===== src/rtl/branch_pkg.sv =====
// Shared definitions for the branch evaluation path: opcode bytes, the
// architectural flag bundle and the Jcc condition-code evaluator.
package branch_pkg;

  localparam logic [7:0] OP_JO     = 8'h70;
  localparam logic [7:0] OP_JNO    = 8'h71;
  localparam logic [7:0] OP_JB     = 8'h72;
  localparam logic [7:0] OP_JAE    = 8'h73;
  localparam logic [7:0] OP_JE     = 8'h74;
  localparam logic [7:0] OP_JNE    = 8'h75;
  localparam logic [7:0] OP_JBE    = 8'h76;
  localparam logic [7:0] OP_JA     = 8'h77;
  localparam logic [7:0] OP_JS     = 8'h78;
  localparam logic [7:0] OP_JNS    = 8'h79;
  localparam logic [7:0] OP_JP     = 8'h7A;
  localparam logic [7:0] OP_JNP    = 8'h7B;
  localparam logic [7:0] OP_JL     = 8'h7C;
  localparam logic [7:0] OP_JNL    = 8'h7D;
  localparam logic [7:0] OP_JLE    = 8'h7E;
  localparam logic [7:0] OP_JNLE   = 8'h7F;
  localparam logic [7:0] OP_JMPS   = 8'hEB;
  localparam logic [7:0] OP_JMPN   = 8'hE9;
  localparam logic [7:0] OP_LOOPNZ = 8'hE0;
  localparam logic [7:0] OP_LOOPZ  = 8'hE1;
  localparam logic [7:0] OP_LOOP   = 8'hE2;
  localparam logic [7:0] OP_JCXZ   = 8'hE3;
  localparam logic [7:0] ESC_0F    = 8'h0F;

  typedef struct packed {
    logic vf;
    logic sf;
    logic zf;
    logic pf;
    logic cf;
  } flags_t;

  // Even codes test the condition, odd codes its inverse.
  function automatic logic cond_eval(input logic [3:0] cc, input flags_t f);
    logic r;
    case (cc[3:1])
      3'd0:    r = f.vf;
      3'd1:    r = f.cf;
      3'd2:    r = f.zf;
      3'd3:    r = f.cf | f.zf;
      3'd4:    r = f.sf;
      3'd5:    r = f.pf;
      3'd6:    r = f.sf ^ f.vf;
      3'd7:    r = (f.sf ^ f.vf) | f.zf;
      default: r = 1'b0;
    endcase
    return r ^ cc[0];
  endfunction

endpackage


===== src/rtl/branch_cond.sv =====
// Combinational branch decode: classifies the opcode and resolves taken
// from flags and the (already size-masked) effective count.
module branch_cond
  import branch_pkg::*;
#(
  parameter int AW       = 32,
  parameter int NEAR_JCC = 1
) (
  input  logic          i_prefix0f,
  input  logic [7:0]    i_op,
  input  flags_t        i_flags,
  input  logic [AW-1:0] i_ec,
  output logic          o_taken,
  output logic          o_is_loop,
  output logic          o_bad_op
);

  logic w_ec_zero;
  logic w_dec_nz;

  assign w_ec_zero = (i_ec == {AW{1'b0}});
  // ec-1 is zero only when ec is one; ec==0 wraps to all-ones.
  assign w_dec_nz  = (i_ec != AW'(32'd1));

  // Opcode classification and taken resolution.
  always_comb begin
    o_taken   = 1'b0;
    o_is_loop = 1'b0;
    o_bad_op  = 1'b0;
    if (i_prefix0f) begin
      if ((NEAR_JCC != 0) && (i_op[7:4] == 4'h8)) begin
        o_taken = cond_eval(i_op[3:0], i_flags);
      end else begin
        o_bad_op = 1'b1;
      end
    end else if (i_op[7:4] == 4'h7) begin
      o_taken = cond_eval(i_op[3:0], i_flags);
    end else begin
      case (i_op)
        OP_JMPS, OP_JMPN: o_taken = 1'b1;
        OP_LOOP: begin
          o_is_loop = 1'b1;
          o_taken   = w_dec_nz;
        end
        OP_LOOPZ: begin
          o_is_loop = 1'b1;
          o_taken   = w_dec_nz & i_flags.zf;
        end
        OP_LOOPNZ: begin
          o_is_loop = 1'b1;
          o_taken   = w_dec_nz & ~i_flags.zf;
        end
        OP_JCXZ: o_taken = w_ec_zero;
        default: o_bad_op = 1'b1;
      endcase
    end
  end

endmodule


===== src/rtl/branch_eval_unit.sv =====
// Registered branch evaluator: decode, LOOP count decrement and target add,
// presented through a one-entry valid/ready output register.
module branch_eval_unit
  import branch_pkg::*;
#(
  parameter int AW         = 32,
  parameter int NEAR_JCC   = 1,
  parameter int FLUSH_HOLD = 0
) (
  input  logic          clk_i,
  input  logic          rst_ni,
  input  logic          flush_i,
  input  logic          in_valid_i,
  output logic          in_ready_o,
  input  logic          prefix0f_i,
  input  logic [7:0]    op_i,
  input  logic          big_i,
  input  logic [4:0]    flags_i,
  input  logic [AW-1:0] count_i,
  input  logic [AW-1:0] next_ip_i,
  input  logic [AW-1:0] disp_i,
  output logic          out_valid_o,
  input  logic          out_ready_i,
  output logic          taken_o,
  output logic [AW-1:0] target_o,
  output logic          count_we_o,
  output logic [AW-1:0] count_o,
  output logic          bad_op_o
);

  logic          r_valid;
  logic          r_taken;
  logic [AW-1:0] r_target;
  logic          r_count_we;
  logic [AW-1:0] r_count;
  logic          r_bad_op;

  logic          w_big;
  logic          w_accept;
  logic [AW-1:0] w_mask16;
  logic [AW-1:0] w_ec;
  logic [AW-1:0] w_dec;
  logic [AW-1:0] w_count;
  logic [AW-1:0] w_sum;
  logic [AW-1:0] w_target;
  logic          w_taken;
  logic          w_is_loop;
  logic          w_bad_op;

  assign w_big      = (AW > 16) ? big_i : 1'b0;
  assign in_ready_o = ~r_valid | out_ready_i;
  assign w_accept   = in_valid_i & in_ready_o & ~flush_i;

  assign w_mask16 = AW'(32'h0000_FFFF);
  assign w_ec     = w_big ? count_i : (count_i & w_mask16);
  assign w_dec    = w_ec - AW'(32'd1);
  // In 16-bit mode only CX changes; the upper count bits pass through.
  assign w_count  = w_big ? w_dec : ((count_i & ~w_mask16) | (w_dec & w_mask16));
  assign w_sum    = next_ip_i + disp_i;
  assign w_target = w_big ? w_sum : (w_sum & w_mask16);

  branch_cond #(
    .AW       (AW),
    .NEAR_JCC (NEAR_JCC)
  ) u_cond (
    .i_prefix0f (prefix0f_i),
    .i_op       (op_i),
    .i_flags    (flags_t'(flags_i)),
    .i_ec       (w_ec),
    .o_taken    (w_taken),
    .o_is_loop  (w_is_loop),
    .o_bad_op   (w_bad_op)
  );

  // Result fields load on acceptance and otherwise hold.
  always_ff @(posedge clk_i or negedge rst_ni) begin
    if (!rst_ni) begin
      r_taken    <= 1'b0;
      r_target   <= {AW{1'b0}};
      r_count_we <= 1'b0;
      r_count    <= {AW{1'b0}};
      r_bad_op   <= 1'b0;
    end else if (w_accept) begin
      r_taken    <= w_taken;
      r_target   <= w_target;
      r_count_we <= w_is_loop;
      r_count    <= w_count;
      r_bad_op   <= w_bad_op;
    end else begin
      r_taken    <= r_taken;
      r_target   <= r_target;
      r_count_we <= r_count_we;
      r_count    <= r_count;
      r_bad_op   <= r_bad_op;
    end
  end

  // Valid is set by accept and cleared by drain or an optional flush drop.
  always_ff @(posedge clk_i or negedge rst_ni) begin
    if (!rst_ni) begin
      r_valid <= 1'b0;
    end else if (w_accept) begin
      r_valid <= 1'b1;
    end else if (out_ready_i || ((FLUSH_HOLD != 0) && flush_i)) begin
      r_valid <= 1'b0;
    end else begin
      r_valid <= r_valid;
    end
  end

  assign out_valid_o = r_valid;
  assign taken_o     = r_taken;
  assign target_o    = r_target;
  assign count_we_o  = r_count_we;
  assign count_o     = r_count;
  assign bad_op_o    = r_bad_op;

endmodule


===== config.mk =====
export PLATFORM = sky130hd
export DESIGN_NAME = branch_eval_unit
export DESIGN_NICKNAME = d
export VERILOG_FILES = /design/src/rtl/branch_pkg.sv /design/src/rtl/branch_cond.sv /design/src/rtl/branch_eval_unit.sv
export SDC_FILE = /design/constraint.sdc
export NUM_CORES = 1
export LEC_CHECK = 0
export ABC_AREA = 1
export CORE_ASPECT_RATIO = 1.1
export CORE_MARGIN = 10
export CORE_UTILIZATION = 35
export CTS_BUF_LIST = sky130_fd_sc_hd__clkbuf_2
export DETAILED_ROUTE_END_ITERATION = 10
export PLACE_DENSITY = 0.72
export SETUP_SLACK_MARGIN = 0.5
export SYNTH_ARGS = -nofsm -noshare
export SYNTH_HDL_FRONTEND = slang
export SYNTH_SLANG_ARGS = --single-unit

===== constraint.sdc =====
create_clock -name clk_i -period 1.9 [get_ports clk_i]
set_input_delay 0.285 -clock clk_i [delete_from_list [all_inputs] [get_ports clk_i]]
set_output_delay 0.285 -clock clk_i [all_outputs]
set_load 0.02 [all_outputs]

==> results of run 1 <==
## area by class of cell
cell class	instances	area (um^2)
antenna	1	2.502
timing repair buffer	391	3859
clock inverter	7	83.83
tap	200	250.2
sequential	68	1703
fill	1337	5216
multi-input combinational	691	4318
inverter	83	317.8
clock buffer	9	45.04
## worst paths after layout
path | start | endpoint | slack [ns] | depth (start not counted)
setup / recovery | out_valid_o$_DFFE_PN0P_ | in_ready_o | 0.29 | 4
min in group asynchronous | rst_ni | count_o[3]$_DFFE_PN0P_ | 0.19 | 2
setup reg to reg | out_valid_o$_DFFE_PN0P_ | target_o[16]$_DFFE_PN0P_ | 0.31 | 9
hold / removal | count_i[4] | count_o[4]$_DFFE_PN0P_ | 0.16 | 4
max in group asynchronous | rst_ni | target_o[28]$_DFFE_PN0P_ | 1.11 | 3
hold reg to reg | count_o[25]$_DFFE_PN0P_ | count_o[25]$_DFFE_PN0P_ | 0.53 | 2
## critical path, delay by kind of cell, from the launching register on
| kind | cells | cell delay, ns |
|---|---|---|
| buffers and inverters | 3 | 0.21 |
| flip-flops | 1 | 0.42 |
| AND/OR/NAND/NOR | 1 | 0.12 |
## cells by family (layout without fill, tap and decap cells)
group / count (synthesis) / in the layout
compound gates: 127 / 127
xor+xnor: 28 / 28
fa+ha+maj: 35 / 35
buf+inv: 99 / 490
flops: 68 / 68
other cells: 0 / 1
simple gates: 501 / 501
## layer usage
metal	share of wire [%]	track usage [%]	vias up
met5	0	0	-
li1	-	-	3566
met3	6.0	3.347	30
met4	2.0	5.561	0
met1	40	22.68	3144
met2	52	35.54	208
## through the flow
step,std cells,hold WS [ns],total power (uW),cell area (um^2),setup WS [ns]
6_report,1450,0.1642,6270,10580,0.2938
5_1_grt,1450,0.1517,6647,10580,0.1959
4_1_cts,1418,0.1544,6016,10020,0.2805
3_5_place_dp,1363,0.2862,4695,9243,-0.3057
3_3_place_gp,1363,0.2807,4666,9243,-0.2654
2_1_floorplan,858,-0.01059,3198,6187,0.2689
## where the power goes
| part | leakage, uW | internal, uW | switching, uW |
|---|---|---|---|
| Sequential | 0.000840 | 1710 | 201 |
| Clock | 0.0000750 | 327 | 628 |
| Combinational | 0.00418 | 1790 | 1620 |
| Total | 0.00509 | 3820 | 2450 |
## Yosys cell counts (all sizes together)
| cell | n |
|---|---|
| a21boi | 1 |
| a21oi | 47 |
| a31oi | 8 |
| and2 | 4 |
| and3 | 3 |
| buf | 10 |
| clkbuf | 6 |
| dfrtp | 68 |
| fa | 1 |
| ha | 34 |
| inv | 83 |
| nand2 | 292 |
| nand3 | 61 |
| nand3b | 9 |
| nand4 | 8 |
| nor2 | 103 |
| nor3 | 13 |
| nor4 | 3 |
| o21a | 2 |
| o21ai | 64 |
| o21bai | 4 |
| o31ai | 1 |
| or2 | 5 |
| xnor2 | 19 |
| xor2 | 9 |
## registers in the layout (all words and copies together), names as in the netlist
signal	count
count_we_o	1
bad_op_o	1
out_valid_o	1
count_o	32
taken_o	1
target_o	32
## what timing repair did
item                                    CTS  global route
endpoints found under the hold margin    21             0
setup buffers                            30            26
hold buffers                              1             0
gates resized for setup                 475            77
endpoints found under the setup margin  119           137
gates cloned                              8             5
pin swaps                                 6            22
==> impl_metrics.csv, run 1 <==
group,metric,value,unit
setup_path,critPathMaxFanout,2,
global_routing,grt_overflow,0,
yosys,ys_seq_area_share,30.14,%
layout,final_common_cell,"nand2_1",
routing,routed_wl,22.51,mm
yosys,synth_top_family_by_area,"simple AND/OR/NAND/NOR gates",
routing,via_per_inst,4.792,
routing,dr.pass1.iters,5,
global_routing,grt_pass1_vias,7067,
sta,fmax,0.6226,GHz
yosys,synth_compound_area_share,11.85,%
flow_run,max-cap-violations,0,
status,status,"completed",
sta,setup_violations,0,
pwr,max-vdd-ir-drop,0.0002798,V
placed_design,gp_congestion,0.9184,
setup_path,crit_type,"register to primary output",
clock_network,cts.sink_count,68,
floorplan,die_area,0.02162,mm^2
global_routing,grt_util_all_layers,19.55,%
sta,relSlewSlack,65.75,%
pwr,powerDensity,592.7,mW/mm^2
placed_design,portBuffers,184,
yosys,synth_top_cell_by_area,"dfrtp_1",
sta,min_period,1.606,ns
clock_network,cts.clk_slew.worst_paths,0.23,ns
yosys,synth_nets,1009,
yosys,synthMuxAreaShare,0,%
clock_network,cts_htree_levels,3,
hold_path,hold_class,"primary input to register",
yosys,syn_avg_cell_area,6.581,um^2
yosys,synth_area,0.005647,mm^2
layout,final_cell_mix,"nand2_1, buf_4, clkdlybuf4s50_1",
sta,tightest_slew,0.5137,ns
layout,area_growth,87.35,%
placed_design,hpwl,17.30,mm
yosys,yosys.area_share.adder,7.888,%
floorplan,die_h,153.2,um
sta,skew,0.03463,ns
yosys,ys_ff_latch,68,
setup_path,cp.arrival,1.32,ns
floorplan,ios,185,
setup_path,slowest_delay,0.42,ns
clock_network,insertion_delay,0.56,ns
yosys,yosys.area.top_type_share,30.14,%
routing,drcViolationCount,0,
yosys,synthSimpleGateAreaFrac,38.58,%
floorplan,core,0.01580,mm^2
yosys,synthTopCellsByArea,"dfrtp_1, nand2_1, ha_1",
global_routing,grt_start_max_net_pins,25,
pwr,power_leakage,0.005091,uW
sta,slew_viol_final,0,
routing,drtIter0Drc,323,
setup_path,cp-end-kind,"primary output",
layout,fin_util,66.98,%
clock_network,clk_path_buf_depth,2,
global_routing,antenna_found_initial,1,
setup_path,path_cells,"inv_2 > nor2_4 > inv_2 > buf_6",
global_routing,grt_pass1_wl,34.84,mm
setup_path,cp_slowest_cell,"dfrtp_2",
sta,finalCritPeriodShare,84.54,%
setup_path,startpoint_type,"register",
sta,rsz0062_at_grt,"yes",
sta,hold_viol_final,0,
yosys,synth_xor_area_share,4.343,%
yosys,ys.warnings.count,0,
floorplan,initial_core_util,35.75,%
layout,drive_above_1_share,36.51,%
setup_path,crit_required,1.62,ns
routing,drtAntennaViolNets,0,
routing,dr_total_vias,6948,
setup_path,cp_common_cell,"inv_2",
layout,layout.nets,1395,
clock_network,tritoncts,"built",
yosys,postSynthCellCount,858,
floorplan,die_width,141.1,um
clock_network,root_buffer,"clkbuf_2",
clock_network,numCtsBuffers,9,
floorplan,num_rows,48,
sta,tns,0,ns
yosys,synth_cell_types,39,
routing,wire_per_inst,15.52,um
(Power assumes the default switching activity.)
==> inputs of run 2 (changes only) <==
==> constraint.sdc (replaced) <==
create_clock -name clk_i -period 1.7 [get_ports clk_i]
set_input_delay 0.255 -clock clk_i [delete_from_list [all_inputs] [get_ports clk_i]]
set_output_delay 0.255 -clock clk_i [all_outputs]
set_load 0.02 [all_outputs]
==> impl_metrics.csv, run 2 (synthesized netlist as in run 1, its figures left out) <==
group,metric,value,unit
status,status,"completed",
placed_design,dpl_cell_area,0.009319,mm^2
placed_design,gp_congestion,0.8813,
clock_network,root_buffer,"clkbuf_2",
layout,final_common_cell,"nand2_1",
sta,tns,0,ns
setup_path,path_cells,"clkdlybuf4s50_1 > ha_4 > nand2_4 > nor2_1 > and2_1 > nand2_1 > nand2_2 > nand2_1 > nand2_1 > nand2_1 > nand3_2 > nand2_1",
sta,final.setup.worst_slack,0.09345,ns
routing,drcViolationCount,0,
routing,drtAntennaViolNets,0,
floorplan,num_rows,48,
layout,drive_above_1_share,35.98,%
hold_path,min_from,"disp_i[0]",
setup_path,cp_common_cell,"nand2_1",
placed_design,dp_slack,-0.4385,ns
setup_path,startpoint_type,"primary input",
global_routing,antenna_found_initial,1,
sta,hold_viol_final,0,
routing,dr.pass1.iters,6,
layout,fin_area,0.01031,mm^2
hold_path,holdPathEnd,"target_o[0]$_DFFE_PN0P_",
setup_path,cp_slowest_cell,"clkdlybuf4s50_1",
clock_network,clk_path_buf_depth,2,
setup_path,crit_type,"primary input to register",
clock_network,cts_htree_levels,3,
global_routing,grt_pass1_wl,34.42,mm
routing,highest_layer,"met4",
floorplan,ios,185,
clock_network,numCtsBuffers,9,
clock_network,cts.sink_count,68,
routing,via_per_inst,4.790,
sta,relSlewSlack,63.61,%
layout,multi_input_area,0.004349,mm^2
layout,layout.nets,1380,
floorplan,core,0.01580,mm^2
setup_path,ff2ff_setup_slack,0.12,ns
setup_path,critPathMaxFanout,4,
global_routing,grt_pass1_vias,6998,
routing,wire_per_inst,15.07,um
placed_design,hpwl,17.33,mm
floorplan,initial_core_util,35.75,%
setup_path,crit_required,2.12,ns
clock_network,cts.clk_slew.worst_paths,0.21,ns
routing,dr_total_vias,6873,
floorplan,die_area,0.02162,mm^2
routing,m1WireLength,9.064,mm
sta,min_period,1.607,ns
setup_path,cp.arrival,2.03,ns
global_routing,grt_overflow,0,
sta,whs,0.2032,ns
pwr,max-vdd-ir-drop,0.0003551,V
sta,finalCritPeriodShare,94.50,%
setup_path,r2r-start,"out_valid_o$_DFFE_PN0P_",
setup_path,r2r_end,"target_o[25]$_DFFE_PN0P_",
routing,met3WireLength,1.020,mm
layout,seq_area,0.001703,mm^2
layout,final_cell_mix,"nand2_1, buf_4, clkdlybuf4s50_1",
pwr,power_leakage,0.004920,uW
floorplan,die_h,153.2,um
hold_path,worstHoldPathCells,4,
sta,rsz0062_at_grt,"yes",
routing,wl_met2,11.19,mm
sta,slew_viol_final,0,
setup_path,cp-end-kind,"register",
routing,routed_wl,21.63,mm
setup_path,r2r_cells,9,
flow_run,max-cap-violations,0,
global_routing,grt_util_all_layers,19.12,%
sta,tightest_slew,0.5459,ns
setup_path,slowest_delay,0.45,ns
clock_network,tritoncts,"built",
hold_path,hold_class,"primary input to register",
clock_network,insertion_delay,0.52,ns
layout,area_growth,82.65,%
sta,fmax,0.6225,GHz
routing,drtIter0Drc,385,
placed_design,portBuffers,184,
layout,nFillCells,1386,
global_routing,grt_start_max_net_pins,41,
sta,skew,0.02189,ns
sta,setup_violations,0,
pwr,powerDensity,672.8,mW/mm^2
floorplan,die_width,141.1,um
## run 2: how the worst max path moves through the flow
stage                                        from                        to  depth (start not counted)
after floorplan                      next_ip_i[0]  target_o[14]$_DFFE_PN0P_                         11
after global placement              next_ip_i[16]  target_o[27]$_DFFE_PN0P_                         12
after detailed placement             next_ip_i[0]  target_o[14]$_DFFE_PN0P_                         12
after CTS                 out_valid_o$_DFFE_PN0P_   count_o[11]$_DFFE_PN0P_                          8
after global routing      out_valid_o$_DFFE_PN0P_  target_o[20]$_DFFE_PN0P_                          9
final                               next_ip_i[11]  target_o[29]$_DFFE_PN0P_                         12
## run 2: area by class of cell
class | count | area share, %
Clock buffer | 9 | 0.4367
Inverter | 83 | 3.081
Antenna cell | 1 | 0.02426
Multi-Input combinational cell | 691 | 42.17
Sequential cell | 68 | 16.51
Timing Repair Buffer | 376 | 34.37
Clock inverter | 7 | 0.9827
Tap cell | 200 | 2.426
## run 2: repair_timing
item | in CTS | in global routing
gates cloned | 0 | 5
buffers inserted | 27 | 22
setup endpoints to repair | 136 | 137
pin swaps | 5 | 22
hold buffers | 1 | 0
resized for setup | 446 | 62
endpoints found under the hold margin | 17 | 0
## run 2: stage by stage
step                      utilization (%)  total power [uW]  instances
after detailed placement            59.00              5291       1363
after floorplan                         -              3622        858
after global placement              59.00              5251       1363
after CTS                           62.18              6755       1407
final                               65.30              6939       1435
after global routing                65.30              7378       1435
## run 2: routing by layer
layer,global-route usage (%),vias up
met5,0,-
met4,5.217,0
met3,3.130,22
met2,34.36,172
met1,22.70,3147
li1,-,3532
## run 2: critical path: cells and delay by family
kind / cells / cell delay (ns)
adders and majority gates: 1 / 0.31
buffers and inverters: 1 / 0.45
and+or+nand+nor: 10 / 1.00
## run 2: report_power, final
group | internal (uW) | switching (uW) | leakage (uW)
sequential | 1910 | 220 | 0.000840
combinational | 1910 | 1760 | 0.00400
clock | 493 | 655 | 0.0000783
total | 4310 | 2630 | 0.00492
==> inputs of run 3 (changes only) <==
--- a/config.mk
+++ b/config.mk
@@ -7,7 +7,7 @@
 export LEC_CHECK = 0
 export ABC_AREA = 1
 export CORE_ASPECT_RATIO = 1.1
-export CORE_MARGIN = 10
+export CORE_MARGIN = 2
 export CORE_UTILIZATION = 35
 export CTS_BUF_LIST = sky130_fd_sc_hd__clkbuf_2
 export DETAILED_ROUTE_END_ITERATION = 10
==> impl_metrics.csv, run 3 (synthesized netlist as in run 1, its figures left out) <==
group,metric,value,unit
status,status,"completed",
global_routing,grt_overflow,0,
global_routing,grt_pass1_wl,31.24,mm
layout,final_common_cell,"nand2_1",
global_routing,antenna_found_initial,1,
global_routing,grtUsageMet1,27.20,%
setup_path,critPathMaxFanout,8,
sta,whs,0.1027,ns
floorplan,initial_core_util,35.89,%
floorplan,die_h,137.2,um
floorplan,die_width,125.1,um
floorplan,die_area,0.01717,mm^2
clock_network,cts.sink_count,68,
setup_path,startpoint_type,"register",
layout,layout.nets,1374,
flow_run,max-cap-violations,0,
routing,routed_wl,19.80,mm
sta,relSlewSlack,74.65,%
global_routing,grt_start_max_net_pins,69,
global_routing,top_usage_layer,"met2",
sta,hold_viol_final,0,
global_routing,grt_util_all_layers,22.26,%
routing,wire_per_inst,13.86,um
global_routing,grt_util_met2,41.33,%
routing,via_per_inst,4.852,
clock_network,root_buffer,"clkbuf_2",
sta,finalCritPeriodShare,93.57,%
sta,rsz0062_at_grt,"yes",
clock_network,insertion_delay,0.53,ns
placed_design,hpwl,15.61,mm
clock_network,cts.clk_slew.worst_paths,0.23,ns
pwr,power,7006,uW
layout,final_cell_mix,"nand2_1, buf_4, clkdlybuf4s50_1",
routing,drtAntennaViolNets,0,
pwr,powerDensity,688.9,mW/mm^2
routing,drcViolationCount,0,
routing,dr_total_vias,6934,
clock_network,clk_path_buf_depth,2,
pwr,power_leakage,0.004911,uW
layout,area_growth,80.10,%
routing,dr.pass1.iters,5,
sta,tightest_slew,0.3802,ns
setup_path,crit_type,"register to register",
placed_design,gp_congestion,0.8973,
sta,min_period,1.591,ns
sta,setup_violations,0,
clock_network,cts_htree_levels,3,
floorplan,ios,185,
clock_network,tritoncts,"built",
setup_path,cp-end-kind,"register",
pwr,max-vdd-ir-drop,0.0003862,V
layout,drive_above_1_share,34.69,%
global_routing,grt_pass1_vias,6606,
clock_network,numCtsBuffers,9,
global_routing,met3_usage,2.408,%
floorplan,core,0.01574,mm^2
hold_path,hold_class,"primary input to register",
sta,skew,0.02621,ns
setup_path,cp.arrival,2.03,ns
sta,fmax,0.6287,GHz
floorplan,num_rows,48,
routing,drtIter0Drc,375,
setup_path,crit_required,2.14,ns
placed_design,portBuffers,184,
sta,slew_viol_final,0,
-- run 3: routing by layer --
metal  vias up  routed length, um
li1       3523                  -
met4         0                453
met3        27                833
met2       189              10460
met5         -                  0
met1      3195               8055
-- run 3: repair_timing --
action | in CTS | in global routing
resized for setup | 453 | 59
setup buffers | 23 | 21
endpoints found under the hold margin | 68 | 0
hold buffers | 1 | 0
setup endpoints to repair | 137 | 137
gates cloned | 0 | 1
pin swaps | 11 | 15
-- run 3: through the flow --
step	std cells	TNS (ns)	setup WS, ns	utilization [%]	instance area [um^2]
2_1_floorplan	858	0	0.09944	-	6297
3_3_place_gp	1366	-15.87	-0.4213	59.29	9329
3_5_place_dp	1366	-17.11	-0.4489	59.29	9329
4_1_cts	1406	0	0.1257	62.29	9802
5_1_grt	1429	0	0.008805	64.63	10170
6_report	1429	0	0.1094	64.63	10170
-- run 3: worst max-delay path: stages, from the launching register on --
cell and delay, ns:
dfrtp_2 0.45, inv_2 0.07, nor2_4 0.04, buf_6 0.11, nor3_4 0.29, buf_6 0.21, buf_12 0.15, nor2_2 0.04
a31oi_1 0.16
-- run 3: report_power, final --
part,internal [uW],switching (uW)
Sequential,1910,225
Clock,644,641
Combinational,1870,1720
Total,4420,2580
-- run 3: path summary, 6_finish.rpt --
path	start	endpoint	slack, ns	cells past startpoint
max	out_valid_o$_DFFE_PN0P_	count_o[10]$_DFFE_PN0P_	0.11	8
min	count_i[0]	count_o[0]$_DFFE_PN0P_	0.10	3
max reg2reg	out_valid_o$_DFFE_PN0P_	count_o[10]$_DFFE_PN0P_	0.11	8
min reg2reg	count_o[27]$_DFFE_PN0P_	count_o[27]$_DFFE_PN0P_	0.53	2
max in group asynchronous	rst_ni	out_valid_o$_DFFE_PN0P_	1.13	3
min in group asynchronous	rst_ni	target_o[0]$_DFFE_PN0P_	0.26	3
-- run 3: final cells by class --
class / instances / area [um^2]
clock inverters: 7 / 123.9
repair buffers: 370 / 3433
well taps: 200 / 250.2
flip-flops and latches: 68 / 1703
multi-input cells: 691 / 4294
diodes: 1 / 2.502
inverters: 83 / 317.8
clock buffers: 9 / 45.04
fillers: 1355 / 5565
